<file path="src/rtl/ps2_kbd_rx.sv">
// Host-side PS/2 keyboard receiver: filtered clock, 11-bit frame deserialiser
// with parity/stop checking, and E0/F0 prefix folding into single key events.
module ps2_kbd_rx #(
  parameter int FILTER_LEN = 4,
  parameter int TIMEOUT    = 2000
) (
  input  logic       clk_sys,
  input  logic       reset_n,
  input  logic       ps2_clk,
  input  logic       ps2_data,
  output logic       byte_strobe,
  output logic [7:0] byte_data,
  output logic       key_strobe,
  output logic [7:0] key_code,
  output logic       key_extended,
  output logic       key_released,
  output logic       parity_err,
  output logic       frame_err
);

  typedef enum logic [1:0] {S_IDLE, S_DATA, S_PARITY, S_STOP} state_t;

  localparam logic [3:0]  FL_LAST = 4'(FILTER_LEN - 1);
  localparam logic [15:0] TO_LAST = 16'(TIMEOUT - 1);

  state_t      state, state_nx;
  logic [1:0]  clk_sync, data_sync;
  logic        clk_filt;
  logic [3:0]  filt_cnt;
  logic        fall;
  logic        data_bit;
  logic [15:0] to_cnt;
  logic        timeout;
  logic [7:0]  shreg;
  logic [2:0]  bit_cnt;
  logic        par_ok;
  logic        ev_ok, ev_perr, ev_ferr;
  logic        ext_flag, rel_flag;

  assign data_bit = data_sync[1];

  always_ff @(posedge clk_sys or negedge reset_n) begin
    if (!reset_n) begin
      clk_sync  <= '1;
      data_sync <= '1;
      clk_filt  <= 1'b1;
      filt_cnt  <= '0;
      fall      <= 1'b0;
    end else begin
      clk_sync  <= {clk_sync[0], ps2_clk};
      data_sync <= {data_sync[0], ps2_data};
      if (clk_sync[1] == clk_filt) begin
        filt_cnt <= '0;
      end else if (filt_cnt == FL_LAST) begin
        clk_filt <= clk_sync[1];
        filt_cnt <= '0;
      end else begin
        filt_cnt <= filt_cnt + 4'd1;
      end
      fall <= clk_filt & ~clk_sync[1] & (filt_cnt == FL_LAST);
    end
  end

  // Timeout counter only runs mid-frame; glitches never reach 'fall' so they can't clear it.
  always_ff @(posedge clk_sys or negedge reset_n) begin
    if (!reset_n)                    to_cnt <= '0;
    else if (state == S_IDLE || fall) to_cnt <= '0;
    else                             to_cnt <= to_cnt + 16'd1;
  end

  assign timeout = (state != S_IDLE) && !fall && (to_cnt == TO_LAST);

  always_ff @(posedge clk_sys or negedge reset_n) begin
    if (!reset_n) state <= S_IDLE;
    else          state <= state_nx;
  end

  always_comb begin
    state_nx = state;
    case (state)
      S_IDLE:   if (fall && !data_bit)        state_nx = S_DATA;
      S_DATA:   if (fall && bit_cnt == 3'd7)  state_nx = S_PARITY;
      S_PARITY: if (fall)                     state_nx = S_STOP;
      S_STOP:   if (fall)                     state_nx = S_IDLE;
      default:                                state_nx = S_IDLE;
    endcase
    if (timeout) state_nx = S_IDLE;
  end

  always_comb begin
    ev_ok   = 1'b0;
    ev_perr = 1'b0;
    ev_ferr = timeout;
    if (state == S_STOP && fall) begin
      if (!data_bit)   ev_ferr = 1'b1;
      else if (par_ok) ev_ok   = 1'b1;
      else             ev_perr = 1'b1;
    end
  end

  always_ff @(posedge clk_sys or negedge reset_n) begin
    if (!reset_n) begin
      shreg   <= '0;
      bit_cnt <= '0;
      par_ok  <= 1'b0;
    end else if (fall) begin
      case (state)
        S_IDLE:   bit_cnt <= '0;
        S_DATA: begin
          shreg   <= {data_bit, shreg[7:1]};
          bit_cnt <= bit_cnt + 3'd1;
        end
        S_PARITY: par_ok <= ^{shreg, data_bit};
        default:  ;
      endcase
    end
  end

  always_ff @(posedge clk_sys or negedge reset_n) begin
    if (!reset_n) begin
      byte_strobe <= 1'b0;
      byte_data   <= '0;
      parity_err  <= 1'b0;
      frame_err   <= 1'b0;
    end else begin
      byte_strobe <= ev_ok;
      parity_err  <= ev_perr;
      frame_err   <= ev_ferr;
      if (ev_ok) byte_data <= shreg;
    end
  end

  always_ff @(posedge clk_sys or negedge reset_n) begin
    if (!reset_n) begin
      key_strobe   <= 1'b0;
      key_code     <= '0;
      key_extended <= 1'b0;
      key_released <= 1'b0;
      ext_flag     <= 1'b0;
      rel_flag     <= 1'b0;
    end else begin
      key_strobe <= 1'b0;
      if (parity_err || frame_err) begin
        ext_flag <= 1'b0;
        rel_flag <= 1'b0;
      end else if (byte_strobe) begin
        if (byte_data == 8'hE0) begin
          ext_flag <= 1'b1;
        end else if (byte_data == 8'hF0) begin
          rel_flag <= 1'b1;
        end else begin
          key_strobe   <= 1'b1;
          key_code     <= byte_data;
          key_extended <= ext_flag;
          key_released <= rel_flag;
          ext_flag     <= 1'b0;
          rel_flag     <= 1'b0;
        end
      end
    end
  end

endmodule

</file>
<file path="config.mk">
export PLATFORM = sky130hd
export DESIGN_NAME = ps2_kbd_rx
export DESIGN_NICKNAME = d
export VERILOG_FILES = /design/src/rtl/ps2_kbd_rx.sv
export SDC_FILE = /design/constraint.sdc
export NUM_CORES = 1
export LEC_CHECK = 0
export ABC_CLOCK_PERIOD_IN_PS = 3450
export CELL_PAD_IN_SITES_DETAIL_PLACEMENT = 0
export CELL_PAD_IN_SITES_GLOBAL_PLACEMENT = 2
export CORE_MARGIN = 3
export CORE_UTILIZATION = 30
export DETAILED_ROUTE_END_ITERATION = 8
export PLACE_DENSITY_LB_ADDON = 0.1
export SLEW_MARGIN = 40
export SYNTH_ARGS = -nofsm -noshare
export SYNTH_HDL_FRONTEND = slang
export SYNTH_SLANG_ARGS = --single-unit
</file>
<file path="constraint.sdc">
create_clock -name clk_sys -period 3.45 [get_ports clk_sys]
set_input_delay 0.345 -clock clk_sys [delete_from_list [all_inputs] [get_ports clk_sys]]
set_output_delay 0.345 -clock clk_sys [all_outputs]
set_load 0.01 [all_outputs]
</file>
# Yosys cells after proc, flatten, opt, wreduce, memory -nomap -nowiden
# Index checks and enable logic that the tools add are counted.
dict set report classes {
  n_bitwise 7
  mux 30
  reduce_logical 22
  n_addsub 3
  eq_ne 15
}
# operator count
set ops {}
lappend ops {{$mux W1} 20}
lappend ops {{$add A16 B1 Y16 const B} 1}
lappend ops {{$eq A16 B11 Y1 const B} 1}
lappend ops {{$eq A8 B8 Y1 const B} 2}
lappend ops {{$mux W16} 1}
lappend ops {{$ne A3 B3 Y1 const B} 4}
lappend ops {{$reduce_and A2 Y1} 6}
lappend ops {{$mux W2} 5}
lappend ops {{$reduce_xor A9 Y1} 1}
lappend ops {{$mux W4} 2}
lappend ops {{$pmux W2 S4} 1}
lappend ops {{$reduce_and A4 Y1} 2}
lappend ops {{$pmux W3 S2} 1}
lappend ops {{$reduce_bool A2 Y1} 3}
lappend ops {{$logic_and A1 B1 Y1} 5}
lappend ops {{$not A1 Y1} 5}
lappend ops {{$add A4 B1 Y4 const B} 1}
lappend ops {{$eq A2 B2 Y1 const B} 2}
lappend ops {{$eq A4 B2 Y1 const B} 1}
lappend ops {{$add A3 B1 Y3 const B} 1}
lappend ops {{$eq A3 B3 Y1 const B} 1}
lappend ops {{$ne A3 B2 Y1 const B} 1}
lappend ops {{$and A1 B1 Y1} 2}
lappend ops {{$eq A2 B1 Y1 const B} 1}
lappend ops {{5 further kinds} 7}
dict set report totals {
  out_inout_bits 22
  register_bits 64
}

# Depth between registers and ports, before layout
# Gate-level depths: netlist of the first run.
dict set report depth {
  depth_word 5
  depth_mapped 7
  mapped_depth_nobuf 7
}

# Least setup slack after synthesis of the first run
# Ideal clock, no wire load.
dict set report synth_path {
  path_type {reg-to-reg}
  startpoint {register state[0]}
  endpoint {register state[0]}
  setup_slack_ns 1.617
  setup_ns 0.125
  stages_incl_launch_ff 8
  required_time_ns 3.325
  path_buffers 1
  t_arrival_ns 1.708
  cell_sequence {dfrtp_1 > inv_1 > ha_1 > or2_1 > buf_6 > or4_4 > a21oi_2 > o21ai_1}
}
dict set report synth_via {
  elab_chain_len 5
  elab_cells_between_ends 14
}
# element line_no
set synth_rtl {}
lappend synth_rtl {{start, declared} 26} ;# state_t state, state_nx;
lappend synth_rtl {{start signal, assigned} 75} ;# else state <= state_nx;
lappend synth_rtl {{$reduce_bool A2 Y1} 71} ;# assign timeout = (state != S_IDLE) && !fall && (to_cnt == TO_LAST);
lappend synth_rtl {{$logic_and A1 B1 Y1 (2 in a row)} 71}
lappend synth_rtl {{$ne A3 B3 Y1 (no source line) or $ne A3 B2 Y1 (tied branches)} -}
lappend synth_rtl {{$reduce_and A4 Y1 (no source line)} -}
# Parallel ways exist; a longest one is shown, timed or not.
# A chain may end at the register's enable or synchronous reset.

# Worst setup path after layout of the first run
# Ends and elaborated chain as after synthesis.

==> results.toml, run 1 <==
[global_route]
first_global_vias = 1835
antenna_found_initial = 0
grt_max_degree = 33
grt_overflow = 0
grt_first_pass_wirelength_um = 8790
track_usage_pct = 11.0

[finish]
drive_above_1_share_pct = 11.9
nets = 285
antennaDiodeCount = 0
area_growth_pct = 21.6
final_cell_mix = "59 x dfrtp_1, 34 x nand2_1, 24 x clkdlybuf4s50_1, 19 x nor2_1, 15 x xnor2_1"
final_common_cell = "dfrtp_1"
fill_cells = 902

[logic_synthesis]
synth_area_leaders = "dfrtp_1 54%, dfstp_2 4.8%, xnor2_1 4.8%"
seq_area_frac_synth_pct = 59.0
ys_ff_latch = 64
syn_area_um2 = 2720
yosysUniqueCellTypes = 36
synth_cells = 237
syn_area_per_cell_um2 = 11.5
synth_edf_count = 0
synth_nets = 250
yosysTopAreaCell = "dfrtp_1"
async_flop_share_pct = 100
yosys_warnings = 0
synth_top_area_share_pct = 54.2
synth_ff_type = "dfrtp_1"

[detailed_routing]
drc = 0
antenna_left = 0
drt_pre_antenna_iters = 4
vias = 1746
drt_iter0_drc = 29
viasPerCell = 4.54
drt-total-wl_um = 5000
avgRoutedWirePerCell_um = 13.0

[timing]
clock-skew-final_ps = 5.15
drv_slew = 0
fmax_mhz = 468
min_period_over_period_pct = 62.0
hold_viol_final = 0
min_period_ps = 2140
worst_pin_slew_ps = 656
rsz0062_at_grt = "no"
maxSlewHeadroom_pct = 56.2
setup_viol = 0
tns_ps = 0

[power_and_ir_drop]
p_leak_uw = 0.00155
power_density_nw_per_um2 = 558
power_uw = 1850
peakVddDrop_uv = 242

[floorplan]
initial_core_util_pct = 31.1
core_um2 = 8760
die_x_um = 101
die_h_um = 101
dieArea_um2 = 10300
ios = 26
rows = 34

[cts]
clk_latency_ps = 330
cts_sinks = 64
cts_root_buf = "clkbuf_8"
max-clock-path-buffers = 2
cts_tree = "done"
cts_resized = 0
clk_pin_slew_ps = 70
htreeDepth = 3
cts_buffers = 9

[worst_setup_path]
cp_max_fo = 18
worst_ep_required_time_ps = 3660
cp-end-kind = "flop"
arrival_ps = 2350
crit_type = "flop to flop"
worst_setup_path_start_kind = "flop"

[job]
drv_cap = 0

[placed_design]
portBuffers = 25
post-dp-hpwl_um = 3550
gp_congestion = 0.677

[hold_path]
hp-class = "flop to flop"

[status]
status = "finished, final reports clean"
path summary, 6_finish.rpt:
check                                       start                  endpoint  slack, ps  cells after the start
setup reg to reg             state[0]$_DFFE_PN0P_      state[0]$_DFFE_PN0P_       1310                      6
min in group asynchronous                 reset_n  key_extended$_DFFE_PN0P_        420                      2
max in group asynchronous                 reset_n       frame_err$_DFF_PN0_       2320                      3
hold / removal             data_sync[0]$_DFF_PN1_    data_sync[1]$_DFF_PN1_        350                      0
setup / recovery             state[0]$_DFFE_PN0P_      state[0]$_DFFE_PN0P_       1310                      6
hold reg to reg            data_sync[0]$_DFF_PN1_    data_sync[1]$_DFF_PN1_        350                      0
metrics by stage:
stage               cell area (um2)  hold slack [ps]  setup slack (ps)  util, %  std cells
floorplan                      2720             49.4              1620        -        237
global placement               3090              242              1330     35.2        368
detailed placement             3090              241              1290     35.2        368
CTS                            3310              351              1280     37.8        385
global route                   3310              354              1150     37.8        385
finish                         3310              352              1310     37.8        385
repair_timing:
action                                 4_1_cts  5_1_grt
setup buffers                                0        0
hold buffers                                 1        0
endpoints found under the hold margin       10        0
critical path: stages (launching register included):
cell and delay, ps:
dfrtp_1 370, inv_1 80, ha_1 230, or2_1 480, or4_4 630, a21oi_2 160, o21ai_1 70
final cells by class:
type / count / area [um2] / area share [%]
sequential: 64 / 1610 / 48.5
multi-input combinational: 159 / 1050 / 31.6
timing repair buffer: 28 / 270 / 8.16
clock buffer: 13 / 149 / 4.50
tap: 108 / 135 / 4.08
clock inverter: 3 / 65.1 / 1.96
inverter: 10 / 37.5 / 1.13
sequential cells by signal, indices dropped and copies added (netlist names), 2 cells and up:
register	cells
to_cnt	16
shreg	8
key_code	8
data_sync	2
state	2
byte_data	8
clk_sync	2
bit_cnt	3
filt_cnt	4
per-layer routing:
layer | share of wire [%] | global-route usage, % | wire length, um | up-vias
met1 | 48 | 13.7 | 2420 | 831
li1 | - | - | - | 871
met4 | 1.6 | 5.52 | 82 | 0
met3 | 4.8 | 2.55 | 239 | 9
met2 | 45 | 17.8 | 2260 | 35
met5 | 0 | 0 | 0 | -
where the power goes:
group | internal (uW) | total [uW] | switching [uW]
sequential | 816 | 859 | 43.1
clock | 427 | 704 | 277
combinational | 109 | 285 | 176
total | 1350 | 1850 | 496
Yosys cell counts, drive strengths merged, types with 4 or more instances:
library cell	instances
a21oi	8
and3	4
dfrtp	59
dfstp	5
ha	9
inv	10
mux2	17
nand2	34
nand3	4
nand4	4
nor2	19
nor3	5
o21ai	13
or3	4
xnor2	15
xor2	5
cells by family (layout without fill, tap and decap cells):
family	Yosys count	in the layout	share of synthesized area (%)
simple gates	88	88	15.5
flops	64	64	59.0
compound gates	25	25	5.33
xor+xnor	20	20	6.43
mux	17	17	7.03
buf+inv	14	54	2.53
fa+ha+maj	9	9	4.13
Power figures use the tool's default switching activity.
==> run 2: changes to the inputs <==
- ABC_CLOCK_PERIOD_IN_PS: 3450 -> 2000
- clock period: 3.45 -> 2 ns (I/O delays scaled with it)
==> results.toml, run 2 (synthesis gave the netlist of run 1 again) <==
[job]
drv_cap = 0

[placed_design]
post-dp-hpwl_um = 3450
dpl_cell_area_um2 = 3140
pre_cts_slack_ps = 146
portBuffers = 25
gp_congestion = 0.686

[detailed_routing]
met1_length_um = 2350
routed-wl-met2_um = 2280
viasPerCell = 4.59
top_layer = "met4"
route.met3.wl_um = 233
avgRoutedWirePerCell_um = 12.7
drt_pre_antenna_iters = 4
vias = 1781
drc = 0
drt_iter0_drc = 41
antenna_left = 0
drt-total-wl_um = 4940

[global_route]
grt_overflow = 0
first_global_vias = 1828
grt_max_degree = 46
track_usage_pct = 11.0
antenna_found_initial = 0
grt_first_pass_wirelength_um = 8850

[timing]
fin_ws_ps = 138
tns_ps = 0
drv_slew = 0
worst_pin_slew_ps = 480
rsz0062_at_grt = "no"
clock-skew-final_ps = 12.8
hold_viol_final = 0
whs_ps = 263
maxSlewHeadroom_pct = 68.0
min_period_over_period_pct = 93.1
setup_viol = 0
fmax_mhz = 537
min_period_ps = 1860

[finish]
area_growth_pct = 23.6
drive_above_1_share_pct = 13.6
antennaDiodeCount = 0
largest_reg_flops = 16
nets = 288
final_common_cell = "dfrtp_1"
final_cell_area_um2 = 3370
regMostFlops = "to_cnt"
final_cell_mix = "59 x dfrtp_1, 34 x nand2_1, 24 x clkdlybuf4s50_1, 19 x nor2_1, 15 x xnor2_1"
fill_cells = 894

[hold_path]
hp-class = "primary input to flop"
hp-start = "ps2_data"

[floorplan]
die_x_um = 101
die_h_um = 101
initial_core_util_pct = 31.1
rows = 34
ios = 26
core_um2 = 8760
dieArea_um2 = 10300

[power_and_ir_drop]
clkPwrFrac_pct = 38.1
combPwrFrac_pct = 15.9
power.switching_uw = 873
peakVddDrop_uv = 472
p_leak_uw = 0.00157
power_uw = 3220
switching_share_pct = 27.1
internal-power_uw = 2350
seqPwrFrac_pct = 46.0
power_density_nw_per_um2 = 957

[cts]
cts_sinks = 64
cts_root_buf = "clkbuf_8"
cts_buffers = 9
htreeDepth = 3
clk_pin_slew_ps = 80
cts_tree = "done"
hold_buffers = 1
cts_resized = 0
max-clock-path-buffers = 2
clk_latency_ps = 330
cts_setup_buffers = 0

[worst_setup_path]
cp_max_fo = 4
worst_ep_required_time_ps = 2200
max_stage_delay_ps = 540
worst_setup_path_start_kind = "flop"
cp-end-kind = "flop"
r2r-start = "state[0]$_DFFE_PN0P_"
startpoint = "state[0]$_DFFE_PN0P_"
cp_slowest_cell = "or4_4"
crit_chain = "inv_1 -> ha_1 -> or2_1 -> or4_4 -> a21oi_2 -> o21ai_1"
arrival_ps = 2070
crit_type = "flop to flop"

[status]
status = "finished, final reports clean"
==> run 2: changes by cell type in the layout (fill, tap and decap cells not counted), sizes merged <==
| cell | change |
|---|---|
| buf | +3 |
| clkbuf | -2 |
| clkinvlp | +2 |
==> run 2: worst paths after layout <==
check | end | slack [ps] | cells past startpoint
setup / recovery | state[0]$_DFFE_PN0P_ | 140 | 6
hold / removal | data_sync[0]$_DFF_PN1_ | 260 | 1
setup reg to reg | state[0]$_DFFE_PN0P_ | 140 | 6
hold reg to reg | clk_sync[1]$_DFF_PN1_ | 360 | 0
max in group asynchronous | clk_filt$_DFFE_PN1P_ | 970 | 3
min in group asynchronous | key_released$_DFFE_PN0P_ | 360 | 2
==> run 2: layer usage <==
metal	vias up	global-route usage (%)
met4	0	3.68
met5	-	0
met1	857	13.5
met3	6	4.27
met2	31	17.6
li1	887	-
==> run 2: layout make-up <==
class / count / area (um2) / share of cell area [%]
sequential: 64 / 1610 / 47.8
multi-input combinational: 159 / 1050 / 31.1
timing repair buffer: 31 / 318 / 9.44
clock buffer: 11 / 141 / 4.20
tap: 108 / 135 / 4.01
clock inverter: 5 / 80.1 / 2.38
inverter: 10 / 37.5 / 1.11
==> run 2: power groups by stage <==
stage	registers, uW	clock network [uW]	logic, uW
after detailed placement	1510	0	526
after floorplan	1490	0	403
after CTS	1480	1280	528
after global routing	1490	1340	603
final	1480	1230	514
after global placement	1500	0	530
==> run 2: worst max-delay path: cells and delay by family (launching register included) <==
family,cells,cell delay (ps)
AO/OA/AOI/OAI,2,230
adder cells (fa/ha/maj),1,240
buffers and inverters,1,90
flip-flops,1,370
AND/OR/NAND/NOR,2,810
==> run 2: metrics by stage <==
step | util, % | instances
after floorplan | - | 237
after global placement | 35.8 | 371
after detailed placement | 35.8 | 371
after CTS | 38.4 | 388
after global routing | 38.4 | 388
final | 38.4 | 388
